**config.mk**
```make
export PLATFORM = sky130hd
export DESIGN_NAME = spi_reg_ctrl
export DESIGN_NICKNAME = d
export VERILOG_FILES = /design/src/rtl/spi_reg_ctrl.sv
export SDC_FILE = /design/constraint.sdc
export NUM_CORES = 1
export LEC_CHECK = 0
export ABC_AREA = 1
export CAP_MARGIN = 20
export CORE_ASPECT_RATIO = 0.8
export CORE_MARGIN = 3
export CORE_UTILIZATION = 58
export DETAILED_ROUTE_END_ITERATION = 7
export PLACE_DENSITY = 0.85
export SLEW_MARGIN = 25
export SYNTH_ARGS = -nofsm -noshare
export SYNTH_HDL_FRONTEND = slang
export SYNTH_SLANG_ARGS = --single-unit
```
**constraint.sdc**
```tcl
create_clock -name clk -period 2.3 [get_ports clk]
set_input_delay 0.23 -clock clk [delete_from_list [all_inputs] [get_ports clk]]
set_output_delay 0.23 -clock clk [all_outputs]
set_load 0.005 [all_outputs]
```
**src/rtl/spi_reg_ctrl.sv**
```systemverilog
// SPI mode-0 slave that writes one of five 8-bit PWM configuration registers per 16-bit frame.
// All SPI pins are synchronized into the clk domain; the frame is evaluated when chip select rises.
module spi_reg_ctrl #(
    parameter int unsigned SYNC_STAGES = 2
) (
    input  logic       clk,
    input  logic       rst,
    input  logic       sclk,
    input  logic       copi,
    input  logic       ncs,
    output logic [7:0] en_reg_out_7_0,
    output logic [7:0] en_reg_out_15_8,
    output logic [7:0] en_reg_pwm_7_0,
    output logic [7:0] en_reg_pwm_15_8,
    output logic [7:0] pwm_duty_cycle,
    output logic       wr_strobe,
    output logic       frame_err
);

    typedef enum logic [1:0] {
        IDLE,
        WAIT_HI,
        RECV
    } state_t;

    localparam logic [1:0] SETTLE_CYC = 2'(SYNC_STAGES);

    // Bit SYNC_STAGES-1 is the synchronized value, bit SYNC_STAGES the history flop.
    logic [SYNC_STAGES:0] sclk_pipe_q, sclk_pipe_d;
    logic [SYNC_STAGES:0] copi_pipe_q, copi_pipe_d;
    logic [SYNC_STAGES:0] ncs_pipe_q, ncs_pipe_d;

    state_t      state_q, state_d;
    logic [4:0]  cnt_q, cnt_d;
    logic [15:0] shift_q, shift_d;
    logic [1:0]  settle_q, settle_d;
    logic [7:0]  out_lo_q, out_lo_d;
    logic [7:0]  out_hi_q, out_hi_d;
    logic [7:0]  pwm_lo_q, pwm_lo_d;
    logic [7:0]  pwm_hi_q, pwm_hi_d;
    logic [7:0]  duty_q, duty_d;
    logic        wr_strobe_q, wr_strobe_d;
    logic        frame_err_q, frame_err_d;

    logic sclk_rise;
    logic ncs_s;
    logic ncs_fall;
    logic ncs_rise;
    logic copi_bit;

    assign sclk_rise = sclk_pipe_q[SYNC_STAGES-1] & ~sclk_pipe_q[SYNC_STAGES];
    assign ncs_s     = ncs_pipe_q[SYNC_STAGES-1];
    assign ncs_fall  = ~ncs_pipe_q[SYNC_STAGES-1] & ncs_pipe_q[SYNC_STAGES];
    assign ncs_rise  = ncs_pipe_q[SYNC_STAGES-1] & ~ncs_pipe_q[SYNC_STAGES];
    // copi from the history stage: the value seen one clk before sclk was seen to rise.
    assign copi_bit  = copi_pipe_q[SYNC_STAGES];

    always_comb begin
        sclk_pipe_d = {sclk_pipe_q[SYNC_STAGES-1:0], sclk};
        copi_pipe_d = {copi_pipe_q[SYNC_STAGES-1:0], copi};
        ncs_pipe_d  = {ncs_pipe_q[SYNC_STAGES-1:0], ncs};
        state_d     = state_q;
        cnt_d       = cnt_q;
        shift_d     = shift_q;
        settle_d    = settle_q;
        out_lo_d    = out_lo_q;
        out_hi_d    = out_hi_q;
        pwm_lo_d    = pwm_lo_q;
        pwm_hi_d    = pwm_hi_q;
        duty_d      = duty_q;
        wr_strobe_d = 1'b0;
        frame_err_d = 1'b0;
        case (state_q)
            WAIT_HI: begin
                // Reset preloads the synchronizers; only trust ncs once real pin samples reach the output.
                if (settle_q != 2'd3) settle_d = settle_q + 2'd1;
                if (settle_q >= SETTLE_CYC && ncs_s) state_d = IDLE;
            end
            IDLE: begin
                if (ncs_fall) begin
                    state_d = RECV;
                    cnt_d   = '0;
                    shift_d = '0;
                end
            end
            RECV: begin
                if (ncs_rise) begin
                    state_d = IDLE;
                    if (cnt_q == 5'd16) begin
                        if (shift_q[15] && shift_q[14:8] <= 7'd4) begin
                            wr_strobe_d = 1'b1;
                            case (shift_q[10:8])
                                3'd0:    out_lo_d = shift_q[7:0];
                                3'd1:    out_hi_d = shift_q[7:0];
                                3'd2:    pwm_lo_d = shift_q[7:0];
                                3'd3:    pwm_hi_d = shift_q[7:0];
                                default: duty_d   = shift_q[7:0];
                            endcase
                        end
                    end else begin
                        frame_err_d = 1'b1;
                    end
                end else if (sclk_rise && !ncs_s) begin
                    shift_d = {shift_q[14:0], copi_bit};
                    if (cnt_q != 5'd17) cnt_d = cnt_q + 5'd1;
                end
            end
            default: state_d = WAIT_HI;
        endcase
    end

    always_ff @(posedge clk) begin
        if (rst) begin
            sclk_pipe_q <= '0;
            copi_pipe_q <= '0;
            ncs_pipe_q  <= '1;
            state_q     <= WAIT_HI;
            cnt_q       <= '0;
            shift_q     <= '0;
            settle_q    <= '0;
            out_lo_q    <= '0;
            out_hi_q    <= '0;
            pwm_lo_q    <= '0;
            pwm_hi_q    <= '0;
            duty_q      <= '0;
            wr_strobe_q <= 1'b0;
            frame_err_q <= 1'b0;
        end else begin
            sclk_pipe_q <= sclk_pipe_d;
            copi_pipe_q <= copi_pipe_d;
            ncs_pipe_q  <= ncs_pipe_d;
            state_q     <= state_d;
            cnt_q       <= cnt_d;
            shift_q     <= shift_d;
            settle_q    <= settle_d;
            out_lo_q    <= out_lo_d;
            out_hi_q    <= out_hi_d;
            pwm_lo_q    <= pwm_lo_d;
            pwm_hi_q    <= pwm_hi_d;
            duty_q      <= duty_d;
            wr_strobe_q <= wr_strobe_d;
            frame_err_q <= frame_err_d;
        end
    end

    assign en_reg_out_7_0  = out_lo_q;
    assign en_reg_out_15_8 = out_hi_q;
    assign en_reg_pwm_7_0  = pwm_lo_q;
    assign en_reg_pwm_15_8 = pwm_hi_q;
    assign pwm_duty_cycle  = duty_q;
    assign wr_strobe       = wr_strobe_q;
    assign frame_err       = frame_err_q;

endmodule

```
-- Word level (Yosys, flattened, before mapping)
Index checks and enable logic that the tools add are counted.
- register bits: 76
- bits in latches: 0
- bits in writable memories: 0
- memory bits (read-only): 0
- bits of input ports: 5
- memories: 0
- $add $sub $neg: 2
- multiply operators: 0
- divide/modulo/power cells: 0
- magnitude comparators: 2
- eq/ne operators: 14
- shifts and indexed selects: 0
- muxes and demuxes: 15
- bitwise gates (word level): 10
- reductions and logical operators: 19
- operator list (cell ; number):
    2-to-1 mux 16 bit ; 3
    one-hot mux 16 bit (2 select lines) ; 1
    AND reduction 5 bit ; 6
    2-to-1 mux 5 bit ; 4
    inequality test 2 bit (second input constant) ; 7
    one-hot mux 5 bit (2 select lines) ; 1
    OR reduction 4 bit ; 2
    <= comparator 7 x 3 -> 1 bit (second input constant) ; 1
    NOT 1 bit ; 7
    == test 3 x 2 -> 1 bit (second input constant) ; 2
    2-to-1 mux 2 bit ; 3
    one-hot mux 2 bit (3 select lines) ; 1
    adder 5 x 1 -> 5 bit (second input constant) ; 1
    == test 5 bit (second input constant) ; 1
    inequality test 5 bit (second input constant) ; 1
    AND reduction 4 bit ; 1
    AND 1 bit ; 3
    == test 3 x 1 -> 1 bit (second input constant) ; 1
    logical AND 1 bit ; 3
    zero test 3 bit ; 1
    AND reduction 3 bit ; 1
    OR reduction 3 bit ; 1
    adder 2 x 1 -> 2 bit (second input constant) ; 1
    == test 2 x 1 -> 1 bit (second input constant) ; 1
    other kinds (7) ; 8

-- Longest topological paths before layout
Gate-level depths: netlist of the first run.
- depth in word-level cells: 6
- depth in mapped cells: 9

-- Worst setup path after synthesis of the first run
No wires, ideal clock.
- path kind: flip-flop to flip-flop
- start: register cnt_q[0]
- end: register out_hi_q[0] (netlist: en_reg_out_15_8[0])
- setup time: 0.113 ns
- arrival time: 1.258 ns
- required time: 2.187 ns
- path slack: 0.929 ns
- cell stages (with the launch flop): 9
- path buffers: 1
- period minus slack after synthesis: 1.371 ns
- path through: dfxtp_1 -> inv_1 -> ha_1 -> inv_1 -> nor2_8 -> nand4_4 -> buf_6 -> nor2_1 -> nor2_1
- word-level cells in the longest chain between the ends: 2
- ends and longest elaborated chain (item ; line ; text):
    from (decl) ; 34 ; logic [4:0] cnt_q, cnt_d;
    from (signal assigned) ; 133 ; cnt_q <= cnt_d;
    == test 5 bit ; 89 ; if (cnt_q == 5'd16) begin
    AND reduction 5 bit (no line) ; n/a ;
    to (signal assigned) ; 137 ; out_hi_q <= out_hi_d;
    to (decl) ; 38 ; logic [7:0] out_hi_q, out_hi_d;
No other way between the ends.
A chain may end at the register's enable or synchronous reset.

-- Worst setup path after layout of the first run
- start: register state_q[0]
- end: register shift_q[2]
- word-level cells in the longest chain between the ends: 3
- elaborated cells on any way between the ends: 8
- ends and longest elaborated chain (item ; line ; text):
    from (decl) ; 33 ; state_t state_q, state_d;
    from (signal assigned) ; 132 ; state_q <= state_d;
    == test 2 bit / zero test 2 bit (equally long branches) ; 73 ; case (state_q)
    inequality test 2 bit (no line) / nonzero test 2 bit (equally long branches) ; n/a ;
    AND reduction 4 bit (no line) ; n/a ;
    to (signal assigned) ; 134 ; shift_q <= shift_d;
    to (decl) ; 35 ; logic [15:0] shift_q, shift_d;
Parallel ways exist; a longest one is shown, timed or not.

==> results.sh, run 1 <==
export IMPL_post_cts_buffers=0
export IMPL_htree_levels=3
export IMPL_grt_pass1_vias=2518
export IMPL_cts_made_buffers=9
export IMPL_synthSimpleGateAreaFrac_pct=35.9
export IMPL_path_buf_inv=2
export IMPL_track_usage_pct=21.7
export IMPL_finalHoldViolations=0
export IMPL_clock_latency_ns=0.34
export IMPL_critical_path_top_delay_family="simple AND/OR/NAND/NOR gates"
export IMPL_ir_drop_v=0.000564
export IMPL_core_rowCount=23
export IMPL_critical_path_cell_chain="nor2_1 > inv_1 > o21ai_2 > nand2_1 > inv_1 > nand3_1 > a21oi_1"
export IMPL_period_needed_ns=1.71
export IMPL_antennaDiodeCount=0
export IMPL_utilization_pct=76.0
export IMPL_syn_to_final_growth_pct=20.6
export IMPL_tightestPinTransition_ns=0.401
export IMPL_ys_types=29
export IMPL_post_dp_hpwl_um=4470
export IMPL_cp_end_kind="register"
export IMPL_clk_pin_slew_worst_paths_ns=0.07
export IMPL_antenna_found_initial=0
export IMPL_crit_required_ns=2.56
export IMPL_core_area_sq_mm=0.00527
export IMPL_first_iter_violations=237
export IMPL_syn_nets=464
export IMPL_outcome="complete, no violations"
export IMPL_cp_slowest_stage_delay_ns=0.39
export IMPL_cap_viol_max_count=0
export IMPL_gp_congestion=0.771
export IMPL_grt_overflow_total=0
export IMPL_slew_violations=0
export IMPL_start_kind="register"
export IMPL_finalHoldWorstSlack_ns=0.400
export IMPL_syn_inst=454
export IMPL_vias=2771
export IMPL_crit_top_cell="inv_1"
export IMPL_pin_count=47
export IMPL_fin_skew_ns=0.0110
export IMPL_synth_warnings=0
export IMPL_port_buffers=46
export IMPL_fin_crit_sh_pct=74.4
export IMPL_syn_area_sq_mm=0.00332
export IMPL_final_area_sq_mm=0.00400
export IMPL_cts_tree="built"
export IMPL_fmax_mhz=584
export IMPL_hold_class="in -> reg"
export IMPL_synth_xor_area_share_pct=1.06
export IMPL_ant_nets=0
export IMPL_total_leakage_power_uw=0.00199
export IMPL_power_uw=3060
export IMPL_final_setup_tns_ns=0
export IMPL_cts_buffer_depth=2
export IMPL_synth_compound_area_share_pct=4.34
export IMPL_first_pass_iters=6
export IMPL_avgSynthCellArea_sq_um=7.31
export IMPL_synthAdderAreaFrac_pct=1.89
export IMPL_worstPathArrival_ns=1.97
export IMPL_synthMuxAreaShare_pct=0
export IMPL_grt_max_degree=39
export IMPL_nets=507
export IMPL_grt_pass1_wl_um=11400
export IMPL_seq_area_frac_synth_pct=45.9
export IMPL_finalSetupViolations=0
export IMPL_initial_core_util_pct=63.0
export IMPL_path_class="reg -> reg"
export IMPL_synth_top_family_by_area="simple AND/OR/NAND/NOR gates"
export IMPL_ys_seq_elements=76
export IMPL_die_h_um=73.7
export IMPL_drc_errors=0
export IMPL_max_slew_margin_pct=73.2
export IMPL_vias_per_cell=4.81
export IMPL_powerDensity_mw_per_mm2=765
export IMPL_die_w_um=90.6
export IMPL_die_area_sq_mm=0.00667
export IMPL_cp_max_fo=13
export IMPL_cts_root_buf="clkbuf_8"
export IMPL_postCtsHoldBufs=0
export IMPL_cts_resized=0
export IMPL_critPathSlowestCell="dfxtp_1"
export IMPL_dpl_cell_area_sq_mm=0.00379
export IMPL_reg2reg_slack_ns=0.59
export IMPL_cts_sinks=76
export IMPL_drive_gt1_share_pct=7.98
export IMPL_drt_total_wl_um=6740
export IMPL_wl_per_cell_um=11.7
export IMPL_rsz0062_at_grt="false"
## layout by cell type, fill, tap and decap left out, drive strengths merged
cell and count:
nor2 113, nand3b 1, nand4 8, o21ai 8, inv 65, xnor2 1
clkdlybuf4s50 46, nand2 113, or2 3, xor2 3, buf 3, ha 5
bufinv 2, clkbuf 11, clkinv 2, a21oi 20, dfxtp 76, nor3 6
nand3 15
## cells by family after synthesis
group / count (synthesis)
buffers and inverters: 82
XOR/XNOR: 4
adder cells (fa/ha/maj): 5
flip-flops: 76
AO/OA/AOI/OAI: 28
AND/OR/NAND/NOR: 259
## where the power goes
part / total [uW] / switching (uW) / leakage, uW / internal (uW)
Combinational: 493 / 337 / 0.00126 / 156
Sequential: 1470 / 77.3 / 0.000615 / 1390
Clock: 1100 / 462 / 0.000109 / 635
## synthesized netlist by cell type (all sizes together)
cell    count  area share, %
nor3        6           0.91
a21oi      20            3.0
inv        65            7.4
clkbuf      4           0.57
nand4       8            3.8
nand3b      1           0.23
buf        13            3.1
xor2        3           0.79
dfxtp      76             46
ha          5            1.9
nand2     113             13
o21ai       8            1.3
nor2      113             15
or2         3           0.57
nand3      15            2.3
xnor2       1           0.26
## area by class of cell
| cell class | instances | area, sq um |
|---|---|---|
| clock inverters | 4 | 73.8 |
| well taps | 75 | 93.8 |
| fillers | 405 | 1260 |
| flip-flops and latches | 76 | 1520 |
| clock buffers | 11 | 141 |
| repair buffers | 49 | 495 |
| inverters | 65 | 244 |
| multi-input cells | 296 | 1430 |
## flip-flops by register name (all words and copies together) (netlist names)
name and flops:
copi_pipe_q 3, en_reg_out_15_8 8, sclk_pipe_q 3, cnt_q 5
frame_err 1, pwm_duty_cycle 8, ncs_pipe_q 3, state_q 2
en_reg_pwm_15_8 8, en_reg_out_7_0 8, settle_q 2, wr_strobe 1
shift_q 16, en_reg_pwm_7_0 8
## metrics by stage
step | cells | worst slack [ns]
6_report | 576 | 0.589
5_1_grt | 576 | 0.396
4_1_cts | 576 | 0.615
3_5_place_dp | 561 | 0.714
3_3_place_gp | 561 | 0.798
2_1_floorplan | 454 | 0.929
## routing by layer
metal  routed length (um)  share of wire, %  GRT usage (%)  vias up
met1                 3120                46           28.3     1194
met3                  511               7.6           5.22       10
li1                     -                 -              -     1452
met5                    0                 0              0        -
met2                 3040                45           34.8      115
met4                   62              0.92           9.34        0
## path summary, 6_finish.rpt
| path | start | end | cells past startpoint |
|---|---|---|---|
| worst max-delay path | state_q[0] | shift_q[2] | 7 |
| worst min-delay path | copi | copi_pipe_q[0] | 3 |
| worst max register to register | state_q[0] | shift_q[2] | 7 |
| worst min register to register | copi_pipe_q[0] | copi_pipe_q[1] | 2 |
## worst min-delay path, stage by stage
cell	delay (ns)
clkdlybuf4s50_1	0.39
inv_1	0.05
nor2_1	0.03
(Power assumes the default switching activity.)
==> inputs of run 2 (changes only) <==
Settings changed: CORE_UTILIZATION 58 to 49, PLACE_DENSITY 0.85 to 0.77.
Clock period 2.3 ns to 1.55 ns, I/O delays scaled along.
==> run 2 against run 1 <==
Net effect: register-to-register slack worse by 0.54 ns; power is 57% higher; critical path depth is the same; flip-flop and latch count stayed put; combinational power grew 82%; worst setup slack got worse by 0.54 ns; routed wire length increased by 17%; highest routed layer unchanged; clock skew is essentially flat; via count is 8.4% higher; fmax grew 14%.
==> results.sh, run 2 (same netlist as run 1, synthesis figures left out) <==
export IMPL_pin_count=47
export IMPL_path_class="reg -> reg"
export IMPL_drt_total_wl_um=7900
export IMPL_p_comb_share_pct=18.7
export IMPL_final_area_sq_mm=0.00428
export IMPL_cts_tree="built"
export IMPL_fmax_mhz=664
export IMPL_worstPathArrival_ns=1.76
export IMPL_core_rowCount=26
export IMPL_drc_errors=0
export IMPL_grt_overflow_total=0
export IMPL_cp_slowest_stage_delay_ns=0.35
export IMPL_start_kind="register"
export IMPL_vias_per_cell=4.94
export IMPL_cts_sinks=76
export IMPL_p_sw_share_pct=30.9
export IMPL_clockPowerShare_pct=35.4
export IMPL_finalHoldViolations=0
export IMPL_dp_cells=575
export IMPL_hold_class="in -> reg"
export IMPL_cp_max_fo=8
export IMPL_vias=3004
export IMPL_fin_crit_sh_pct=97.2
export IMPL_die_area_sq_mm=0.00780
export IMPL_first_pass_iters=5
export IMPL_p_int_uw=3320
export IMPL_crit_top_cell="nor2_1"
export IMPL_clock_latency_ns=0.36
export IMPL_critical_path_top_delay_family="simple AND/OR/NAND/NOR gates"
export IMPL_p_switching_uw=1480
export IMPL_outcome="complete, no violations"
export IMPL_nFillCells=516
export IMPL_ant_nets=0
export IMPL_grt_pass1_wl_um=11300
export IMPL_grt_max_degree=27
export IMPL_cap_viol_max_count=0
export IMPL_antenna_found_initial=0
export IMPL_gp_congestion=0.804
export IMPL_final_common_cell="nand2_1"
export IMPL_fin_ws_ns=0.0441
export IMPL_rsz0062_at_grt="true"
export IMPL_finalSetupViolations=0
export IMPL_total_leakage_power_uw=0.00212
export IMPL_dp_slack_ns=0.0495
export IMPL_initial_core_util_pct=51.3
export IMPL_syn_to_final_growth_pct=28.9
export IMPL_powerDensity_mw_per_mm2=1120
export IMPL_tightestPinTransition_ns=0.402
export IMPL_power_uw=4810
export IMPL_path_buf_inv=1
export IMPL_largest_reg_flops=16
export IMPL_slew_violations=0
export IMPL_htree_levels=3
export IMPL_antennaDiodeCount=0
export IMPL_cp_end_kind="register"
export IMPL_critical_path_cell_chain="nor2_2 > nand2_2 > nor2_8 > buf_12 > nand4_2 > nor2_1 > nor2_1"
export IMPL_port_buffers=46
export IMPL_dpl_cell_area_sq_mm=0.00382
export IMPL_first_iter_violations=142
export IMPL_track_usage_pct=18.1
export IMPL_final_cells=608
export IMPL_cts_buffer_depth=2
export IMPL_core_area_sq_mm=0.00647
export IMPL_clk_pin_slew_worst_paths_ns=0.08
export IMPL_nets=529
export IMPL_largest_register="shift_q"
export IMPL_layout_common_cells="108 x nand2_1, 104 x nor2_1, 73 x dfxtp_1"
export IMPL_wl_per_cell_um=13.0
export IMPL_fin_skew_ns=0.0105
export IMPL_grt_pass1_vias=2465
export IMPL_critPathSlowestCell="dfxtp_1"
export IMPL_ir_drop_v=0.000645
export IMPL_max_slew_margin_pct=73.0
export IMPL_die_h_um=79.6
export IMPL_cts_root_buf="clkbuf_8"
export IMPL_post_dp_hpwl_um=4710
export IMPL_cts_made_buffers=9
export IMPL_crit_required_ns=1.80
export IMPL_period_needed_ns=1.51
export IMPL_pwr_share_seq_pct=46.0
export IMPL_die_w_um=98.0
export IMPL_drive_gt1_share_pct=14.7
[run 2: changes by cell type in the layout (fill, tap and decap cells not counted), moves of 2 or more]
cell        change
buf_4          +15
nand2_2         +3
nor3_2          +3
nand2_1         -3
clkinvlp_4      +2
dfxtp_1         -3
dfxtp_2         +2
inv_1           -2
nand4_2         +4
nor3_1          -4
[run 2: worst paths after layout]
path                       start                  to  slack (ns)  depth (start not counted)
hold reg to reg   copi_pipe_q[0]      copi_pipe_q[1]        0.41                          2
setup / recovery        cnt_q[3]  en_reg_out_15_8[1]        0.04                          7
setup reg to reg        cnt_q[3]  en_reg_out_15_8[1]        0.04                          7
hold / removal              copi      copi_pipe_q[0]        0.32                          3
[run 2: final cells by class]
cell class / count / area [sq um] / share of cell area (%)
multi-input combinational: 301 / 1540 / 36.0
timing repair buffer: 65 / 628 / 14.7
clock buffer: 10 / 138 / 3.22
timing repair inverter: 1 / 5.00 / 0.117
sequential: 76 / 1530 / 35.7
inverter: 65 / 248 / 5.79
clock inverter: 6 / 86.3 / 2.02
tap: 84 / 105 / 2.46
[run 2: timing repair]
item | in CTS | in global routing
endpoints found under the hold margin | 0 | 0
resized for setup | 0 | 16
buffers inserted | 0 | 11
endpoints found under the setup margin | 0 | 53
hold buffers | 0 | 0
[run 2: power by group through the flow]
| stage | logic [uW] | registers, uW | clock network [uW] |
|---|---|---|---|
| 4_1_cts | 745 | 2180 | 1720 |
| 6_report | 898 | 2210 | 1700 |
| 2_1_floorplan | 610 | 2210 | 0 |
| 3_5_place_dp | 742 | 2220 | 0 |
| 3_3_place_gp | 714 | 2210 | 0 |
| 5_1_grt | 999 | 2220 | 1810 |
[run 2: worst register-to-register path: cells and delay by family, from the launching register on]
family | cells | cell delay, ns
buf+inv | 1 | 0.15
flops | 1 | 0.35
simple gates | 6 | 0.90
[run 2: stage by stage]
stage / util, % / setup TNS (ns) / hold slack [ns]
6_report: 66.1 / 0 / 0.320
3_3_place_gp: 59.1 / 0 / 0.390
2_1_floorplan: - / 0 / 0.259
5_1_grt: 66.1 / -0.509 / 0.331
3_5_place_dp: 59.1 / 0 / 0.398
4_1_cts: 62.5 / 0 / 0.309
[run 2: per-layer routing]
| layer | track usage (%) | wire, um | up-vias |
|---|---|---|---|
| met5 | 0 | 0 | - |
| met4 | 7.19 | 150 | 0 |
| met2 | 27.9 | 3680 | 116 |
| met1 | 24.2 | 3500 | 1355 |
| li1 | - | - | 1511 |
| met3 | 4.89 | 574 | 22 |
==> inputs of run 3 (changes only) <==
Settings changed: CORE_UTILIZATION 49 to 54, PLACE_DENSITY 0.77 to 0.8.
Clock period 1.55 ns to 1.4 ns, I/O delays scaled along.
==> run 3 against run 2 <==
Net effect: routed wire length grew 26%; core utilization grew 16 points; sequential power grew 11%; final cell count grew 2.6%; the run now ends with setup timing left; combinational power grew 67%; count of clock-buffer cells in the layout grew 3; clock power grew 15%; clock skew grew 0.0011 ns; hold slack lost 0.016 ns.
==> results.sh, run 3 (same netlist as run 1, synthesis figures left out) <==
export IMPL_grt_max_degree=46
export IMPL_period_needed_ns=1.50
export IMPL_track_usage_pct=26.2
export IMPL_path_depth=9
export IMPL_start_kind="register"
export IMPL_final_cells=624
export IMPL_antenna_found_initial=0
export IMPL_largest_register="shift_q"
export IMPL_path_class="reg -> reg"
export IMPL_critical_path_top_delay_family="simple AND/OR/NAND/NOR gates"
export IMPL_drc_errors=0
export IMPL_final_area_sq_mm=0.00470
export IMPL_cp_slowest_stage_delay_ns=0.34
export IMPL_worstHoldStart="sclk"
export IMPL_clk_pin_slew_worst_paths_ns=0.08
export IMPL_first_iter_violations=300
export IMPL_r2r_cells=9
export IMPL_final_setup_tns_ns=-0.535
export IMPL_hold_class="in -> reg"
export IMPL_grt_overflow_total=0
export IMPL_utilization_pct=82.4
export IMPL_antennaDiodeCount=0
export IMPL_cts_tree="built"
export IMPL_finalSetupViolations=18
export IMPL_pin_count=47
export IMPL_hold_path_end="sclk_pipe_q[0]"
export IMPL_min_path_cells=3
export IMPL_wl_per_cell_um=15.9
export IMPL_vias=3340
export IMPL_register_area_sq_mm=0.00155
export IMPL_die_w_um=93.6
export IMPL_nFillCells=335
export IMPL_r2r_start="cnt_q[1]"
export IMPL_gp_congestion=0.827
export IMPL_critical_path_cell_chain="inv_2 > ha_4 > inv_4 > nor2_8 > buf_6 > buf_6 > nand4_4 > nor2_1 > nor2_1"
export IMPL_ir_drop_v=0.000784
export IMPL_grt_pass1_vias=3127
export IMPL_first_pass_iters=5
export IMPL_fin_skew_ns=0.0116
export IMPL_r2r_end="en_reg_out_7_0[4]"
export IMPL_grt_pass1_wl_um=14700
export IMPL_cts_made_buffers=9
export IMPL_dp_cells=581
export IMPL_drive_gt1_share_pct=26.9
export IMPL_crit_required_ns=1.65
export IMPL_outcome="finished, violations left"
export IMPL_cp_max_fo=8
export IMPL_total_leakage_power_uw=0.00240
export IMPL_die_h_um=76.1
export IMPL_port_buffers=46
export IMPL_nets=551
export IMPL_layout_common_cells="91 x nand2_1, 91 x nor2_1, 60 x dfxtp_1"
export IMPL_reg2reg_slack_ns=-0.1
export IMPL_largest_reg_flops=16
export IMPL_htree_levels=3
export IMPL_tightestPinTransition_ns=0.472
export IMPL_fmax_mhz=668
export IMPL_core_area_sq_mm=0.00571
export IMPL_slew_violations=0
export IMPL_core_rowCount=24
export IMPL_finalHoldViolations=0
export IMPL_max_slew_margin_pct=68.5
export IMPL_initial_core_util_pct=58.2
export IMPL_fin_ws_ns=-0.0976
export IMPL_die_area_sq_mm=0.00713
export IMPL_drt_total_wl_um=9940
export IMPL_cap_viol_max_count=0
export IMPL_multi_input_area_sq_mm=0.00169
export IMPL_clock_latency_ns=0.36
export IMPL_vias_per_cell=5.35
export IMPL_dpl_cell_area_sq_mm=0.00393
export IMPL_post_dp_hpwl_um=4860
export IMPL_cts_buffer_depth=2
export IMPL_rsz0062_at_grt="true"
export IMPL_cp_end_kind="register"
export IMPL_worstPathArrival_ns=1.75
export IMPL_powerDensity_mw_per_mm2=1260
export IMPL_ant_nets=0
export IMPL_cts_root_buf="clkbuf_8"
export IMPL_dp_slack_ns=-0.0710
export IMPL_violations="setup timing"
export IMPL_path_buf_inv=4
export IMPL_postCtsHoldBufs=0
export IMPL_critPathSlowestCell="dfxtp_2"
export IMPL_cts_sinks=76
export IMPL_syn_to_final_growth_pct=41.7
export IMPL_fin_crit_sh_pct=107
## run 3: cell types whose count changed in the layout (fill, tap and decap cells not counted), moves of 10 or more
cell,delta
buf_4,+16
dfxtp_1,-13
nand2_2,+16
nor2_1,-13
nor2_2,+10
nand2_1,-17
dfxtp_2,+10
## run 3: what timing repair did
item / CTS / global route
setup endpoints to repair: 54 / 70
cloned: 4 / 2
pin swaps: 11 / 24
resized for setup: 21 / 76
buffers inserted: 16 / 5
## run 3: power breakdown
part | internal [uW] | total (uW) | switching, uW
clock network | 1150 | 1950 | 800
logic | 626 | 1500 | 875
registers | 2310 | 2460 | 155
total | 4080 | 5910 | 1830
## run 3: per-layer routing
| metal | wire [um] | vias to the layer above | share of wire [%] | global-route usage [%] |
|---|---|---|---|---|
| li1 | - | 1560 | - | - |
| met1 | 3930 | 1557 | 40 | 33.1 |
| met2 | 4750 | 181 | 48 | 41.4 |
| met3 | 930 | 42 | 9.4 | 8.69 |
| met4 | 323 | 0 | 3.3 | 9.81 |
| met5 | 0 | - | 0 | 0 |
## run 3: area by class of cell
cell class	instances	share of cell area [%]
Timing Repair Buffer	88	18.5
Clock buffer	13	3.59
Sequential cell	76	33.0
Multi-Input combinational cell	301	36.0
Clock inverter	3	1.44
Tap cell	78	2.08
Inverter	65	5.35
## run 3: how the worst max path moves through the flow
stage,start,endpoint
4_1_cts,cnt_q[3],en_reg_pwm_15_8[4]
2_1_floorplan,cnt_q[0],en_reg_out_15_8[0]
6_report,cnt_q[1],en_reg_out_7_0[4]
3_3_place_gp,cnt_q[0],en_reg_pwm_7_0[6]
3_5_place_dp,cnt_q[1],en_reg_pwm_15_8[4]
5_1_grt,cnt_q[0],en_reg_out_7_0[2]
## run 3: worst register-to-register path: stages (launching register included)
cell and delay (ns):
dfxtp_2 0.34, inv_2 0.07, ha_4 0.14, inv_4 0.04
nor2_8 0.16, buf_6 0.16, buf_6 0.11, nand4_4 0.13
nor2_1 0.19, nor2_1 0.07
## run 3: stage by stage
stage	power, uW	hold WS (ns)
final	5910	0.303
after detailed placement	3450	0.397
after floorplan	3120	0.244
after CTS	5590	0.295
after global routing	6140	0.328
after global placement	3410	0.389
